## src/rtl/recorder_time_counter.sv

```systemverilog
// Elapsed-time engine for the sound recorder: 1 s prescaler, record/play timing,
// and stored take length. All outputs are registered.
module recorder_time_counter #(
    parameter int unsigned CLK_HZ  = 50_000_000,
    parameter int unsigned MAX_SEC = 99
) (
    input  logic       clk,
    input  logic       reset,
    input  logic       rec_btn,
    input  logic       play_btn,
    input  logic       stop_btn,
    output logic [6:0] TIME,
    output logic [6:0] rec_len,
    output logic [1:0] state,
    output logic       busy,
    output logic       done
);

    localparam int unsigned PW = (CLK_HZ > 1) ? $clog2(CLK_HZ) : 1;
    localparam logic [PW-1:0] PRE_LAST = PW'(CLK_HZ - 1);
    localparam logic [6:0]    MAX_T    = 7'(MAX_SEC);

    typedef enum logic [1:0] {
        IDLE   = 2'd0,
        RECORD = 2'd1,
        PLAY   = 2'd2
    } state_t;

    state_t        state_q, state_d;
    logic [6:0]    time_q, time_d;
    logic [6:0]    rec_len_q, rec_len_d;
    logic [PW-1:0] pre_q, pre_d;
    logic          busy_q, busy_d;
    logic          done_q, done_d;

    logic          sec_tick;
    logic [6:0]    time_inc;

    assign sec_tick = (pre_q == PRE_LAST);
    assign time_inc = time_q + 7'd1;

    always_comb begin
        state_d   = state_q;
        time_d    = time_q;
        rec_len_d = rec_len_q;
        pre_d     = pre_q;
        done_d    = 1'b0;

        case (state_q)
            IDLE: begin
                pre_d = '0;
                // A stop pulse outranks rec/play even though it has no effect here.
                if (!stop_btn) begin
                    if (rec_btn) begin
                        state_d = RECORD;
                        time_d  = '0;
                    end else if (play_btn && (rec_len_q != 7'd0)) begin
                        state_d = PLAY;
                        time_d  = '0;
                    end
                end
            end
            RECORD: begin
                if (stop_btn) begin
                    rec_len_d = time_q;
                    done_d    = 1'b1;
                    state_d   = IDLE;
                    pre_d     = '0;
                end else if (sec_tick) begin
                    time_d = time_inc;
                    pre_d  = '0;
                    if (time_inc == MAX_T) begin
                        rec_len_d = MAX_T;
                        done_d    = 1'b1;
                        state_d   = IDLE;
                    end
                end else begin
                    pre_d = pre_q + PW'(1);
                end
            end
            PLAY: begin
                if (stop_btn) begin
                    done_d  = 1'b1;
                    state_d = IDLE;
                    pre_d   = '0;
                end else if (sec_tick) begin
                    time_d = time_inc;
                    pre_d  = '0;
                    if (time_inc == rec_len_q) begin
                        done_d  = 1'b1;
                        state_d = IDLE;
                    end
                end else begin
                    pre_d = pre_q + PW'(1);
                end
            end
            default: begin
                state_d = IDLE;
                pre_d   = '0;
            end
        endcase

        busy_d = (state_d != IDLE);
    end

    always_ff @(posedge clk) begin
        if (reset) begin
            state_q   <= IDLE;
            time_q    <= '0;
            rec_len_q <= '0;
            pre_q     <= '0;
            busy_q    <= 1'b0;
            done_q    <= 1'b0;
        end else begin
            state_q   <= state_d;
            time_q    <= time_d;
            rec_len_q <= rec_len_d;
            pre_q     <= pre_d;
            busy_q    <= busy_d;
            done_q    <= done_d;
        end
    end

    assign TIME    = time_q;
    assign rec_len = rec_len_q;
    assign state   = state_q;
    assign busy    = busy_q;
    assign done    = done_q;

endmodule
```

## config.mk

```make
export PLATFORM = sky130hd
export DESIGN_NAME = recorder_time_counter
export DESIGN_NICKNAME = d
export VERILOG_FILES = /design/src/rtl/recorder_time_counter.sv
export SDC_FILE = /design/constraint.sdc
export NUM_CORES = 1
export LEC_CHECK = 0
export CORE_ASPECT_RATIO = 0.6
export CORE_MARGIN = 2
export CORE_UTILIZATION = 56
export CTS_CLUSTER_DIAMETER = 40
export DETAILED_ROUTE_END_ITERATION = 7
export PLACE_DENSITY = 0.76
export SYNTH_ARGS = -nofsm -noshare
export SYNTH_HDL_FRONTEND = slang
export SYNTH_SLANG_ARGS = --single-unit
```

## constraint.sdc

```tcl
create_clock -name clk -period 3.33 [get_ports clk]
set_input_delay 0.666 -clock clk [delete_from_list [all_inputs] [get_ports clk]]
set_output_delay 0.666 -clock clk [all_outputs]
set_load 0.005 [all_outputs]
```

==> impl_metrics.py, run 1 <==
metrics = {
    "synthesis": {
        "syn_avg_cell_area_sq_um": 8.17,
        "async_reset_ff_share_pct": 0,
        "synth.area.top_cells": "dfxtp_1 39%, nor2_1 7.4%, xor2_1 7.3%",
        "synth_area_sq_um": 2270,
        "synth_most_common_cell": "nor2_1",
        "synth-seq-area-share_pct": 38.8,
        "synthFlopType": "dfxtp_1",
        "synth_edf_count": 0,
        "yosysWarningCount": 0,
        "yosys_register_bits": 44,
        "synth_cell_types": 44,
        "yosys-top-cells-count": "45 x nor2_1, 44 x dfxtp_1, 28 x nand2_1",
        "yosysTopAreaCell": "dfxtp_1",
        "synth_cells": 278,
        "syn-num-nets": 290,
        "yosysTopAreaCellShare_pct": 38.8,
    },
    "worst_setup_path": {
        "crit_path_end_kind": "flip-flop",
        "rrSetupSlack_ps": 700,
        "r2r_end": "TIME[2]",
        "reg2reg_depth": 7,
        "critPathLaunch": "pre_q[16]",
        "critical_path.startpoint_type": "flip-flop",
        "crit_path_end": "TIME[2]",
        "worst-path-max-fanout": 10,
        "cpPeakStageDelay_ps": 560,
        "crit_arrival_ps": 2860,
        "path_class": "flip-flop to flip-flop",
        "r2r-start": "pre_q[16]",
        "cpMaxStageDelayCell": "or4_4",
        "worstPathRequired_ps": 3560,
        "path_cells": "or4_4 -> nor4_4 -> nand4b_1 -> a221o_2 -> or2_4 -> or3b_1 -> a21oi_1",
    },
    "routing": {
        "drt_iter0_markers": 158,
        "post-route-drc-count": 0,
        "drtPass1Iterations": 4,
        "vias_per_cell": 5.75,
        "final_antenna_net_count": 0,
        "routedWlPerCell_um": 15.3,
        "num_vias": 2012,
        "wl_mm": 5.35,
    },
    "clock_network": {
        "cts_tree": "done",
        "cts_setup_buffers": 0,
        "clk_pin_slew_worst_paths_ps": 80,
        "cts_buffers": 5,
        "cts_resized": 0,
        "clkLatencyLatePin_ps": 290,
        "cts_hold_buf": 0,
        "clk_path_buf_depth": 2,
        "cts_max_level": 2,
        "root_buffer": "clkbuf_8",
        "clock-sinks": 44,
    },
    "pwr": {
        "p_total_uw": 995,
        "powerDensity_nw_per_um2": 375,
        "swShare_pct": 23.3,
        "clkPwrFrac_pct": 35.3,
        "switchingPower_uw": 232,
        "peakVddDrop_uv": 305,
        "p_int_uw": 763,
        "p_leak_nw": 0.891,
        "p_seq_share_pct": 54.4,
        "combPwrFrac_pct": 10.2,
    },
    "timing": {
        "hold_violations": 0,
        "setup_tns_ps": 0,
        "slew-limit-headroom_pct": 45.4,
        "period_share_pct": 79.0,
        "tightest_slew_ps": 817,
        "fin_worst_skew_ps": 10.0,
        "finalMaxSlewViolations": 0,
        "finalCriticalPeriod_ps": 2630,
        "setup_viol": 0,
        "max_freq_mhz": 380,
        "rsz0062_at_grt": "false",
    },
    "min_path": {
        "min_path_type": "flip-flop to flip-flop",
    },
    "floorplanning": {
        "rows": 17,
        "start_util_pct": 60.0,
        "die_width_um": 86.2,
        "die_h_um": 53.3,
        "coreArea_sq_um": 3790,
        "dieArea_sq_um": 4600,
        "io_pins": 23,
    },
    "grt": {
        "grt_max_degree": 26,
        "grtUsageTotal_pct": 24.8,
        "grt_pass1_wl_mm": 8.76,
        "grt_overflow_total": 0,
        "grt_pass1_vias": 1794,
        "antenna_found_initial": 0,
    },
    "cells_and_area": {
        "nFillCells": 328,
        "nNetsFinal": 315,
        "seq_area_sq_um": 881,
        "antenna_cells": 0,
        "multiInputGateArea_sq_um": 1320,
        "syn2layout_area_growth_pct": 16.7,
        "drive_above_1_share_pct": 6.93,
    },
    "placement": {
        "placement.io_buffers": 22,
        "dp_hpwl_mm": 3.93,
        "place.gp.congestion": 0.919,
    },
    "flow_run": {
        "max_cap_viol_count": 0,
    },
    "status": {
        "status": "complete, no violations",
    },
}
through the flow:
step | hold slack (ps) | setup WS (ps) | util, % | cell area, sq um | cells
2_1_floorplan | 418 | 882 | - | 2270 | 278
3_3_place_gp | 436 | 538 | 67.5 | 2550 | 343
3_5_place_dp | 443 | 524 | 67.5 | 2550 | 343
4_1_cts | 458 | 736 | 70.0 | 2650 | 350
5_1_grt | 491 | 552 | 70.0 | 2650 | 350
6_report | 454 | 698 | 70.0 | 2650 | 350
worst min path at each step:
| stage | from | end | slack, ps | cells past startpoint |
|---|---|---|---|---|
| 2_1_floorplan | pre_q[0] | pre_q[0] | 420 | 1 |
| 3_3_place_gp | pre_q[0] | pre_q[0] | 440 | 1 |
| 3_5_place_dp | pre_q[0] | pre_q[0] | 440 | 1 |
| 4_1_cts | pre_q[0] | pre_q[0] | 460 | 1 |
| 5_1_grt | pre_q[0] | pre_q[0] | 490 | 1 |
| 6_report | pre_q[0] | pre_q[0] | 450 | 1 |
cell families after synthesis:
family                   Yosys count  synth area share, %
buffers and inverters             19                 3.14
adder cells (fa/ha/maj)            7                 3.85
AO/OA/AOI/OAI                     41                 11.8
flip-flops                        44                 38.8
AND/OR/NAND/NOR                  137                 30.8
XOR/XNOR                          30                 11.6
cells in the final DEF (no fill, tap or decap), types with 2 or more instances in the layout:
cell type | Yosys | final
dfxtp_1 | 44 | 44
a21oi_1 | 13 | 13
nand4b_1 | 2 | 2
ha_1 | 7 | 7
buf_4 | 0 | 5
xor2_1 | 19 | 19
nand3_1 | 13 | 13
nor3_1 | 8 | 8
xnor2_1 | 11 | 11
nand2_1 | 28 | 28
nand3b_1 | 3 | 3
inv_1 | 10 | 10
clkbuf_8 | 0 | 7
and2_1 | 4 | 4
and3_1 | 4 | 4
nand4_1 | 3 | 3
o21ai_0 | 12 | 12
or2_2 | 2 | 2
nor2_1 | 45 | 45
and4_1 | 2 | 2
a32oi_1 | 4 | 4
clkdlybuf4s50_1 | 0 | 22
a311oi_1 | 2 | 2
nand2b_1 | 3 | 3
or3_1 | 8 | 8
nor4_1 | 2 | 2
sequential cells by signal, summed over array words and instances (netlist names):
name     count
state        2
pre_q       26
done         1
TIME         7
busy         1
rec_len      7
layer usage:
metal	global-route usage, %	vias to the layer above	wire length (um)
met5	0	-	0
met4	3.13	0	19
met3	6.40	2	624
met2	32.7	92	1910
met1	39.9	910	2800
li1	-	1008	-
critical path: cells and delay by family (launching register included):
kind	cells	cell delay (ps)
flip-flops	1	360
AO/OA/AOI/OAI	2	580
AND/OR/NAND/NOR	5	1650
power groups by stage:
| stage | clock [mW] | sequential (mW) | combinational [mW] |
|---|---|---|---|
| after floorplan | 0 | 0.553 | 0.0598 |
| after global placement | 0 | 0.554 | 0.0961 |
| after detailed placement | 0 | 0.554 | 0.0973 |
| after CTS | 0.357 | 0.542 | 0.0993 |
| after global routing | 0.379 | 0.543 | 0.110 |
| final | 0.351 | 0.542 | 0.102 |
area by class of cell:
| cell class | count | area share [%] |
|---|---|---|
| multi-input cells | 215 | 49.8 |
| flip-flops and latches | 44 | 33.2 |
| repair buffers | 27 | 9.72 |
| clock buffers | 7 | 3.63 |
| well taps | 47 | 2.22 |
| inverters | 10 | 1.42 |
Power figures use the tool's default switching activity.
==> inputs of run 2 (changes only) <==
- clock period: 3.33 -> 2.8 ns (I/O delays scaled with it)
==> run 2 against run 1 <==
Against the previous run: final cell count increased by 1.4%; critical path depth did not move; core utilization grew 0.63 points; clock-buffer cell count increased by 1; clock skew decreased by 5.1 ps; maximum frequency up 3.2%; register-to-register slack worse by 450 ps; non-clock buffer count is 4 higher; die area stayed put; worst hold slack better by 1.6 ps; sequential share of layout area shrank 0.30 points; via count grew 0.25%; largest cell class unchanged.
==> impl_metrics.py, run 2 (synthesis results as in run 1) <==
metrics = {
    "routing": {
        "vias_per_cell": 5.68,
        "final_antenna_net_count": 0,
        "wl_mm": 5.20,
        "post-route-drc-count": 0,
        "drtPass1Iterations": 5,
        "num_vias": 2017,
        "routedWlPerCell_um": 14.6,
        "drt_iter0_markers": 162,
    },
    "clock_network": {
        "clkLatencyLatePin_ps": 290,
        "clk_pin_slew_worst_paths_ps": 80,
        "cts_hold_buf": 0,
        "cts_max_level": 2,
        "root_buffer": "clkbuf_8",
        "cts_tree": "done",
        "cts_buffers": 5,
        "cts_setup_buffers": 0,
        "cts_resized": 0,
        "clock-sinks": 44,
        "clk_path_buf_depth": 2,
    },
    "placement": {
        "dp_hpwl_mm": 3.92,
        "dp_slack_ps": 189,
        "place.gp.congestion": 0.930,
        "placement.io_buffers": 22,
    },
    "timing": {
        "tightest_slew_ps": 416,
        "setup_tns_ps": 0,
        "period_share_pct": 91.1,
        "slew-limit-headroom_pct": 72.1,
        "setup_viol": 0,
        "finalMaxSlewViolations": 0,
        "fin_ws_ps": 249,
        "rsz0062_at_grt": "false",
        "finalCriticalPeriod_ps": 2550,
        "max_freq_mhz": 392,
        "fin_worst_skew_ps": 4.90,
        "hold_violations": 0,
    },
    "cells_and_area": {
        "nFillCells": 313,
        "largest_register": "pre_q",
        "multiInputGateArea_sq_um": 1320,
        "syn2layout_area_growth_pct": 17.7,
        "antenna_cells": 0,
        "drive_above_1_share_pct": 7.79,
        "seq_area_sq_um": 881,
        "layout_commonest_cell": "nor2_1",
        "nNetsFinal": 319,
        "final_cell_mix": "45 x nor2_1, 44 x dfxtp_1, 28 x nand2_1",
        "largest_register_ff_count": 26,
    },
    "grt": {
        "antenna_found_initial": 0,
        "grt_pass1_wl_mm": 8.56,
        "grt_max_degree": 26,
        "grt_pass1_vias": 1722,
        "grt_overflow_total": 0,
        "grtUsageTotal_pct": 24.5,
    },
    "worst_setup_path": {
        "path_cells": "or4_4 -> nor4_4 -> nand4b_1 -> a221o_2 -> or2_4 -> or3b_1 -> a21oi_1",
        "worstPathRequired_ps": 3020,
        "reg2reg_depth": 7,
        "cpPeakStageDelay_ps": 560,
        "crit_arrival_ps": 2770,
        "path_delay_family": "simple AND/OR/NAND/NOR gates",
        "cpMaxStageDelayCell": "or4_4",
        "critical_path.startpoint_type": "flip-flop",
        "crit_path_end": "TIME[2]",
        "path_class": "flip-flop to flip-flop",
        "rrSetupSlack_ps": 250,
        "critPathLaunch": "pre_q[16]",
        "cp_num_cells": 7,
        "r2r_end": "TIME[2]",
        "r2r-start": "pre_q[16]",
        "crit_path_end_kind": "flip-flop",
        "worst-path-max-fanout": 5,
        "cp_num_buf_inv": 0,
    },
    "floorplanning": {
        "rows": 17,
        "coreArea_sq_um": 3790,
        "die_width_um": 86.2,
        "start_util_pct": 60.0,
        "io_pins": 23,
        "die_h_um": 53.3,
        "dieArea_sq_um": 4600,
    },
    "min_path": {
        "min_path_type": "flip-flop to flip-flop",
    },
    "pwr": {
        "powerDensity_nw_per_um2": 437,
        "peakVddDrop_uv": 303,
        "p_leak_nw": 0.906,
    },
    "status": {
        "status": "complete, no violations",
    },
    "flow_run": {
        "max_cap_viol_count": 0,
    },
}
run 2: through the flow:
| step | cell area, sq um | hold WS (ps) | instances | utilization [%] | total power, mW |
|---|---|---|---|---|---|
| 2_1_floorplan | 2270 | 418 | 278 | - | 0.729 |
| 3_3_place_gp | 2580 | 438 | 347 | 68.3 | 0.777 |
| 3_5_place_dp | 2580 | 443 | 347 | 68.3 | 0.779 |
| 4_1_cts | 2680 | 461 | 355 | 70.7 | 1.18 |
| 5_1_grt | 2680 | 487 | 355 | 70.7 | 1.22 |
| 6_report | 2680 | 456 | 355 | 70.7 | 1.17 |
run 2: how the worst min path moves through the flow:
stage	end	from	cells past startpoint	slack, ps
detailed placement	pre_q[0]	pre_q[0]	1	440
global placement	pre_q[0]	pre_q[0]	1	440
CTS	pre_q[0]	pre_q[0]	1	460
finish	pre_q[0]	pre_q[0]	1	460
global route	pre_q[0]	pre_q[0]	1	490
floorplan	pre_q[0]	pre_q[0]	1	420
run 2: power breakdown:
group	total (mW)	internal, mW	leakage [nW]	switching (mW)
sequential	0.647	0.634	0.355	0.0121
combinational	0.122	0.0562	0.506	0.0663
clock	0.401	0.201	0.0455	0.200
run 2: per-layer routing:
metal / global-route usage [%] / routed length, um
met2: 30.4 / 1870
met3: 7.49 / 416
met1: 39.5 / 2890
met4: 4.69 / 21
met5: 0 / 0
run 2: layout make-up:
cell class,count,area share (%)
clock buffers,8,3.37
well taps,47,2.20
multi-input cells,215,49.3
repair buffers,31,10.8
flip-flops and latches,44,32.9
inverters,10,1.40
